**src/rtl/data_mem_arbiter.sv**
```systemverilog
// data_mem_arbiter
//   Sequences the single data-memory port behind the EX/MEM register. The port is
//   shared between the MEM-stage load/store and a DMA/loader requester. Memory
//   latency is variable. While a pipeline access is outstanding, StallM freezes the
//   pipeline up to and including EX/MEM.
//
// Ports
//   CLK, RST              clock (rising edge), synchronous active-high reset
//   MemReadM, MemWriteM   MEM-stage load / store request
//   ALUResultM            MEM-stage address
//   WriteDataM            MEM-stage store data
//   StallM                freeze pipeline registers up to and including EX/MEM
//   ReadDataM             load data to MEM/WB
//   DmaReq/DmaWE          DMA request (held until DmaAck) / write(1) read(0)
//   DmaAddr/DmaWData      DMA address / write data
//   DmaAck/DmaRData       one-cycle completion pulse / read data valid with DmaAck
//   MemReq/MemWE          memory request pulse / write enable
//   MemAddr/MemWData      memory address / write data, held for the whole access
//   MemRData/MemDone      memory read data / completion
//   BusErr                sticky access-timeout flag
module data_mem_arbiter #(
    parameter int unsigned DATA_WIDTH    = 32,
    parameter int unsigned ADDRESS_WIDTH = 32,
    parameter int unsigned STARVE_LIMIT  = 4,
    parameter int unsigned TIMEOUT       = 16
) (
    input  logic                     CLK,
    input  logic                     RST,
    input  logic                     MemReadM,
    input  logic                     MemWriteM,
    input  logic [ADDRESS_WIDTH-1:0] ALUResultM,
    input  logic [DATA_WIDTH-1:0]    WriteDataM,
    output logic                     StallM,
    output logic [DATA_WIDTH-1:0]    ReadDataM,
    input  logic                     DmaReq,
    input  logic                     DmaWE,
    input  logic [ADDRESS_WIDTH-1:0] DmaAddr,
    input  logic [DATA_WIDTH-1:0]    DmaWData,
    output logic                     DmaAck,
    output logic [DATA_WIDTH-1:0]    DmaRData,
    output logic                     MemReq,
    output logic                     MemWE,
    output logic [ADDRESS_WIDTH-1:0] MemAddr,
    output logic [DATA_WIDTH-1:0]    MemWData,
    input  logic [DATA_WIDTH-1:0]    MemRData,
    input  logic                     MemDone,
    output logic                     BusErr
);

    localparam int unsigned SW = $clog2(STARVE_LIMIT + 1);
    localparam int unsigned TW = $clog2(TIMEOUT + 1);
    localparam logic [SW-1:0] STARVE_MAX = SW'(STARVE_LIMIT);
    localparam logic [TW-1:0] TOUT_LAST  = TW'(TIMEOUT - 1);

    typedef enum logic [1:0] {
        IDLE      = 2'd0,
        PIPE_WAIT = 2'd1,
        DMA_WAIT  = 2'd2
    } state_t;

    state_t                  state, state_next;
    logic [SW-1:0]           starve_cnt;
    logic [TW-1:0]           tout_cnt;
    logic [DATA_WIDTH-1:0]   rd_hold;
    logic [DATA_WIDTH-1:0]   dma_rdata;

    logic pipe_req;
    logic in_wait;
    logic timeout_hit;
    logic wait_end;
    logic dma_win;
    logic pipe_win;

    always_comb begin
        state_next  = state;
        pipe_req    = MemReadM | MemWriteM;
        in_wait     = (state != IDLE);
        // Timeout fires in the WAIT cycle that would bring the counter to TIMEOUT.
        timeout_hit = in_wait && !MemDone && (tout_cnt == TOUT_LAST);
        wait_end    = in_wait && (MemDone || timeout_hit);
        // A starved DMA overrides the pipeline; otherwise the pipeline has priority.
        dma_win     = (state == IDLE) && DmaReq && ((starve_cnt == STARVE_MAX) || !pipe_req);
        pipe_win    = (state == IDLE) && pipe_req && !dma_win;

        unique case (state)
            IDLE: begin
                if (dma_win)       state_next = DMA_WAIT;
                else if (pipe_win) state_next = PIPE_WAIT;
            end
            PIPE_WAIT, DMA_WAIT: begin
                if (wait_end) state_next = IDLE;
            end
            default: state_next = IDLE;
        endcase

        StallM = pipe_req & ~((state == PIPE_WAIT) & (MemDone | timeout_hit));

        ReadDataM = rd_hold;
        if (state == PIPE_WAIT) begin
            if (MemDone)          ReadDataM = MemRData;
            else if (timeout_hit) ReadDataM = '0;
        end
    end

    assign DmaRData = dma_rdata;

    always_ff @(posedge CLK) begin
        if (RST) begin
            state      <= IDLE;
            MemReq     <= 1'b0;
            MemWE      <= 1'b0;
            MemAddr    <= '0;
            MemWData   <= '0;
            DmaAck     <= 1'b0;
            BusErr     <= 1'b0;
            starve_cnt <= '0;
            tout_cnt   <= '0;
            rd_hold    <= '0;
            dma_rdata  <= '0;
        end else begin
            state  <= state_next;
            MemReq <= dma_win | pipe_win;
            DmaAck <= (state == DMA_WAIT) && wait_end;

            if (dma_win) begin
                MemAddr  <= DmaAddr;
                MemWData <= DmaWData;
                MemWE    <= DmaWE;
            end else if (pipe_win) begin
                MemAddr  <= ALUResultM;
                MemWData <= WriteDataM;
                MemWE    <= MemWriteM;
            end

            if ((state == PIPE_WAIT) && wait_end)
                rd_hold <= MemDone ? MemRData : '0;
            if ((state == DMA_WAIT) && wait_end)
                dma_rdata <= MemDone ? MemRData : '0;

            if (timeout_hit)
                BusErr <= 1'b1;

            if (in_wait && !wait_end)
                tout_cnt <= tout_cnt + 1'b1;
            else
                tout_cnt <= '0;

            // The DMA being serviced counts as granted, so it does not accumulate
            // starvation while its own access is in flight.
            if (!DmaReq || dma_win || (state == DMA_WAIT))
                starve_cnt <= '0;
            else if (starve_cnt != STARVE_MAX)
                starve_cnt <= starve_cnt + 1'b1;
        end
    end

endmodule

```
**config.mk**
```make
export PLATFORM = sky130hd
export DESIGN_NAME = data_mem_arbiter
export DESIGN_NICKNAME = d
export VERILOG_FILES = /design/src/rtl/data_mem_arbiter.sv
export SDC_FILE = /design/constraint.sdc
export NUM_CORES = 1
export LEC_CHECK = 0
export CAP_MARGIN = 20
export CORE_MARGIN = 3
export CORE_UTILIZATION = 25
export DETAILED_ROUTE_END_ITERATION = 6
export GPL_TIMING_DRIVEN = 0
export PLACE_DENSITY = 0.51
export SETUP_SLACK_MARGIN = 0.05
export SYNTH_ARGS = -nofsm -noshare
export SYNTH_HDL_FRONTEND = slang
export SYNTH_SLANG_ARGS = --single-unit
```
**constraint.sdc**
```tcl
create_clock -name CLK -period 2 [get_ports CLK]
set_clock_uncertainty 0.05 [all_clocks]
set_input_delay 0.4 -clock CLK [delete_from_list [all_inputs] [get_ports CLK]]
set_output_delay 0.4 -clock CLK [all_outputs]
set_load 0.02 [all_outputs]
```
==> results of run 1 <==
==> cells by family (layout without fill, tap and decap cells) <==
kind of cell               after synthesis  after routing
muxes                                    2              2
AOI/OAI and AO/OA                      306            306
DFF                                    142            142
adders and majority gates                7              7
other                                    0              1
xor gates and xnor gates                 2              2
buffers and inverters                  114            451
and+or+nand+nor                        222            222
==> worst paths after layout <==
check	startpoint	to	depth (start not counted)
worst max-delay path	tout_cnt[1]$_SDFF_PP0_	ReadDataM[1]	9
worst min-delay path	DmaReq	MemWE$_SDFFE_PP0P_	3
worst max register to register	tout_cnt[1]$_SDFF_PP0_	rd_hold[10]$_SDFFE_PP0P_	9
worst min register to register	BusErr$_SDFFE_PP0P_	BusErr$_SDFFE_PP0P_	2
==> through the flow <==
| step | area [sq um] | TNS [ps] | total power, mW | util (%) | cells |
|---|---|---|---|---|---|
| 5_1_grt | 11200 | -20400 | 10.7 | 42.5 | 1467 |
| 4_1_cts | 11000 | -17230 | 10.2 | 41.8 | 1463 |
| 6_report | 11200 | -16940 | 10.2 | 42.5 | 1468 |
| 3_3_place_gp | 10200 | -52600 | 6.66 | 38.8 | 1424 |
| 3_5_place_dp | 10200 | -50230 | 6.64 | 38.8 | 1424 |
| 2_1_floorplan | 6840 | 0 | 5.06 | - | 795 |
==> final cells by class <==
class | instances | area, sq um
multi-input combinational | 539 | 3510
clock buffer | 18 | 439
clock inverter | 14 | 181
sequential | 142 | 2850
fill | 2665 | 15100
inverter | 8 | 30.0
buffer | 105 | 648
timing repair buffer | 306 | 3100
antenna | 1 | 2.50
tap | 335 | 419
==> critical path: cells and delay by family (launching register included) <==
family / cells / cell delay [ps]
AND/OR/NAND/NOR: 2 / 270
flip-flops: 1 / 330
buffers and inverters: 3 / 410
AO/OA/AOI/OAI: 2 / 390
adder cells (fa/ha/maj): 2 / 310
==> sequential cells by signal, indices dropped and copies added (netlist names) <==
signal / flops
BusErr: 1
state: 2
rd_hold: 32
MemReq: 1
tout_cnt: 5
MemAddr: 32
DmaAck: 1
MemWE: 1
starve_cnt: 3
MemWData: 32
DmaRData: 32
==> placed cells by master (no fill, tap or decap), drive strengths merged, types with 2 or more instances in the layout <==
cell / instances
dfxtp: 142
bufinv: 3
inv: 14
nor3: 2
clkbuf: 89
nand4b: 64
and3: 2
nand3: 66
a32o: 32
a21oi: 69
nand2: 6
buf: 79
clkdlybuf4s50: 259
o211ai: 2
mux2i: 2
a311oi: 65
clkinv: 2
clkinvlp: 3
ha: 7
o21ai: 129
nor2: 74
==> power groups by stage <==
| stage | Sequential (mW) | Clock [mW] | Combinational (mW) |
|---|---|---|---|
| 6_report | 3.29 | 3.44 | 3.49 |
| 5_1_grt | 3.32 | 3.64 | 3.76 |
| 4_1_cts | 3.29 | 3.52 | 3.41 |
| 3_5_place_dp | 3.34 | 0 | 3.30 |
| 3_3_place_gp | 3.34 | 0 | 3.32 |
| 2_1_floorplan | 3.63 | 0 | 1.43 |
==> repair_timing <==
action,4_1_cts,5_1_grt
setup buffers,6,5
hold buffers,0,0
endpoints found under the setup margin,123,155
gates cloned,1,0
gates resized for setup,218,79
pin swaps,3,7
==> routing by layer <==
metal / up-vias / track usage (%) / wire length (microns)
met4: 2 / 3.77 / 184
met3: 18 / 7.06 / 2580
met5: - / 0 / 13
met1: 3608 / 24.7 / 12600
li1: 3683 / - / -
met2: 285 / 33.2 / 14100
==> flow_summary.toml, run 1 <==
[status]
status = "complete, but fails checks"
violations = "negative setup slack"

[synthesis]
synth.net_count = 969
async_flop_share_pct = 0
yosysSeqAreaShare_pct = 42.2
ys_ff_latch = 142
synth_edf_count = 0
synth_top_area_cell = "dfxtp_1"
yosys.area_share.simple_pct = 18.9
yosys.area.top_type_share_pct = 42.2
synthMostInstantiatedCell = "dfxtp_1"
yosysWarningCount = 0
synth_xor_xnor_area_share_pct = 0.260
synth_top_family_by_area = "compound AO/OA/AOI/OAI gates"
synthAdderAreaFrac_pct = 1.30
synthFlopType = "dfxtp_1"
synth_compound_area_share_pct = 29.5
netlist_instances = 795
avgSynthCellArea_sq_um = 8.47
synthMuxAreaShare_pct = 0.297
synthDistinctLibCells = 41
yosys-top-cells-count = "142 x dfxtp_1, 120 x o21ai_0, 74 x nor2_1"
synth_area_leaders = "dfxtp_1 42%, o21ai_0 8.9%, a311oi_1 8.5%"
syn_area_sq_um = 6730

[layout]
layout-area-overhead-vs-synth_pct = 66.0
drive_above_1_share_pct = 16.8
fin_nets = 1293

[pwr]
p_leak_nw = 4.04
intPower_mw = 6.74
swShare_pct = 34.1
power_switching_mw = 3.48
power_density_nw_per_um2 = 914
comb_power_share_pct = 34.2
p_clk_share_pct = 33.7
seq_power_share_pct = 32.2
peakVddDrop_mv = 0.405

[grt]
grt_pass1_vias = 7775
grt_usage_pct = 19.8
grt_max_degree = 17
overflow = 0
antenna_found_initial = 2
grt_pass1_wl_microns = 45000

[placement]
dp_hpwl_microns = 22400
numPortBuffers = 294
dp_slack_ps = -895
gp_congestion = 0.829

[routing]
vias = 7596
via_per_inst = 5.17
dr.pass1.iters = 5
drt_iter0_drc = 372
totalWireLength_microns = 29600
drtAntennaViolNets = 0
drc_errors = 0
wl_per_cell_microns = 20.1

[worst_setup_path]
cp-end-kind = "output port"
crit_required_ps = 1550
crit_path_start_kind = "flip-flop"
worstSetupPathType = "flip-flop to output port"
critPathSlowestCell = "dfxtp_2"
worstPathArrival_ps = 2130
slowest_delay_ps = 330
path_cells = "ha_4, and3_4, ha_4, nor2b_4, o21ai_4, buf_6, clkbuf_16, a32o_2, buf_6"
ff2ff_setup_slack_ps = 10
path_max_fanout = 10

[clock_network]
clockBufferDepth = 2
cts_sinks = 142
worstSkewPairLatency_ps = 420
cts_buffers = 17
htreeDepth = 4
clk_pin_slew_ps = 60
clock_tree.root_cell = "clkbuf_16"
cts_tree = "yes"

[die]
start_util_pct = 25.6
die-height_microns = 170
dieArea_sq_um = 28900
core_sq_um = 26300
die_x_microns = 170
rows = 59
io_pins = 300

[timing]
slew_headroom_pct = 55.6
clock.fmax_mhz = 388
rsz0062_at_grt = "yes"
finalCritPeriodShare_pct = 129
whs_ps = 291
finalCriticalPeriod_ps = 2580
setup_viol = 33
maxSlewViolCount = 0
finalHoldViolations = 0
worst_pin_slew_ps = 666
setup_ws_ps = -578

[flow_run]
maxCapViolCount = 0

[worst_hold_path]
hp-class = "input port to flip-flop"
No activity file was read; power rests on OpenSTA's default activity.
==> run 2: changes to the inputs <==
- SKIP_LAST_GASP: unset -> 1
==> flow_summary.toml, run 2 (synthesis results as in run 1) <==
[pwr]
comb_power_share_pct = 34.1
intPower_mw = 6.72
swShare_pct = 34.1
seq_power_share_pct = 32.2
power_switching_mw = 3.48
power_density_nw_per_um2 = 914
peakVddDrop_mv = 0.403
p_leak_nw = 4.02
p_clk_share_pct = 33.7

[clock_network]
cts_tree = "yes"
clockBufferDepth = 2
cts_hold_buf = 0
clock_tree.root_cell = "clkbuf_16"
clk_pin_slew_ps = 60
cts_sinks = 142
htreeDepth = 4
worstSkewPairLatency_ps = 420
cts_buffers = 17

[die]
rows = 59
start_util_pct = 25.6
die-height_microns = 170
dieArea_sq_um = 28900
core_sq_um = 26300
die_x_microns = 170
io_pins = 300

[worst_setup_path]
path_max_fanout = 10
crit_required_ps = 1550
worstPathArrival_ps = 2130
path_cells = "ha_4, and3_4, ha_4, nor2b_4, o21ai_4, buf_8, a32o_2, clkdlybuf4s15_2"
slowest_delay_ps = 330
crit_family = "buffers and inverters"
cp_common_cell = "ha_4"
path_buf_inv = 2
crit_path_start_kind = "flip-flop"
worstSetupPathType = "flip-flop to output port"
critPathSlowestCell = "dfxtp_2"
cp-end-kind = "output port"

[grt]
grt_pass1_vias = 7762
grt_use_met2_pct = 33.1
grt_pass1_wl_microns = 45000
grt_max_degree = 17
grt_busiest_layer = "met2"
met3_usage_pct = 7.06
grt_usage_pct = 19.7
antenna_found_initial = 2
overflow = 0
met1_usage_pct = 24.7

[layout]
layout-area-overhead-vs-synth_pct = 65.8
final_common_cell = "clkdlybuf4s50_1"
fillers = 2669
instances_no_fill = 1468
drive_above_1_share_pct = 16.9
post-route-util_pct = 42.5
fin_nets = 1293
postLayoutCellArea_sq_um = 11200
final_cell_mix = "259 x clkdlybuf4s50_1, 138 x dfxtp_1, 120 x o21ai_0"

[routing]
wl_per_cell_microns = 20.2
drc_errors = 0
vias = 7582
drt_iter0_drc = 343
drtAntennaViolNets = 0
totalWireLength_microns = 29600
via_per_inst = 5.16
dr.pass1.iters = 5

[worst_hold_path]
hp-class = "input port to flip-flop"

[timing]
setup_viol = 33
finalCritPeriodShare_pct = 129
finalCriticalPeriod_ps = 2580
slew_headroom_pct = 56.0
setup_ws_ps = -577
worst_pin_slew_ps = 660
setup_tns_ps = -17440
finalHoldViolations = 0
maxSlewViolCount = 0
clock.fmax_mhz = 388
rsz0062_at_grt = "yes"

[placement]
place_inst = 1424
gp_congestion = 0.829
placed_area_sq_um = 10200
dp_hpwl_microns = 22400
dp_slack_ps = -895
numPortBuffers = 294

[status]
violations = "negative setup slack"
status = "complete, but fails checks"

[flow_run]
maxCapViolCount = 0
[run 2: cell count changes in the layout (fill, tap and decap cells not counted)]
cell / before / now
buf_4: 12 / 13
clkbuf_2: 18 / 19
buf_6: 49 / 39
o21a_2: 0 / 1
clkbuf_4: 11 / 8
buf_2: 13 / 16
o21a_4: 1 / 0
clkdlybuf4s15_2: 0 / 9
clkbuf_1: 40 / 39
[run 2: layer usage]
| layer | share of wire, % | wire, microns |
|---|---|---|
| met5 | 0.044 | 13 |
| met4 | 0.58 | 172 |
| met3 | 8.6 | 2560 |
| met2 | 48 | 14200 |
| met1 | 43 | 12700 |
[run 2: final cells by class]
type | instances | area (sq um) | area share, %
buffer | 105 | 642 | 5.75
antenna | 1 | 2.50 | 0.0224
clock inverter | 14 | 181 | 1.63
tap | 335 | 419 | 3.76
timing repair buffer | 306 | 3100 | 27.8
clock buffer | 18 | 439 | 3.93
multi-input combinational | 539 | 3500 | 31.4
sequential | 142 | 2850 | 25.5
inverter | 8 | 30.0 | 0.269
[run 2: final timing paths]
check                               from                        to  slack [ps]  depth (start not counted)
hold reg to reg      BusErr$_SDFFE_PP0P_       BusErr$_SDFFE_PP0P_         420                          2
setup reg to reg  tout_cnt[1]$_SDFF_PP0_  rd_hold[10]$_SDFFE_PP0P_          20                          9
hold / removal                    DmaReq        MemWE$_SDFFE_PP0P_         290                          3
setup / recovery  tout_cnt[1]$_SDFF_PP0_             ReadDataM[14]        -580                          8
[run 2: power by group through the flow]
stage / Clock (mW) / Sequential [mW] / Combinational, mW
after floorplan: 0 / 3.63 / 1.43
after global placement: 0 / 3.34 / 3.32
after detailed placement: 0 / 3.34 / 3.30
after CTS: 3.52 / 3.29 / 3.39
after global routing: 3.64 / 3.32 / 3.74
final: 3.44 / 3.29 / 3.48
[run 2: repair_timing]
| action | 4_1_cts | 5_1_grt |
|---|---|---|
| cloned | 1 | 1 |
| endpoints found under the setup margin | 123 | 155 |
| endpoints found under the hold margin | 0 | 0 |
| pin swaps | 3 | 5 |
| resized for setup | 188 | 79 |
| setup buffers | 6 | 4 |
[run 2: worst reg2reg max path, delay by kind of cell, from the launching register on]
family | cells | cell delay [ps]
AO/OA/AOI/OAI | 3 | 500
flip-flops | 1 | 330
AND/OR/NAND/NOR | 1 | 150
buffers and inverters | 3 | 570
adder cells (fa/ha/maj) | 2 | 310
[run 2: per-stage QoR]
step / hold WS (ps) / total power [mW]
3_3_place_gp: 355 / 6.66
2_1_floorplan: 346 / 5.06
3_5_place_dp: 359 / 6.64
6_report: 289 / 10.2
5_1_grt: 314 / 10.7
4_1_cts: 273 / 10.2
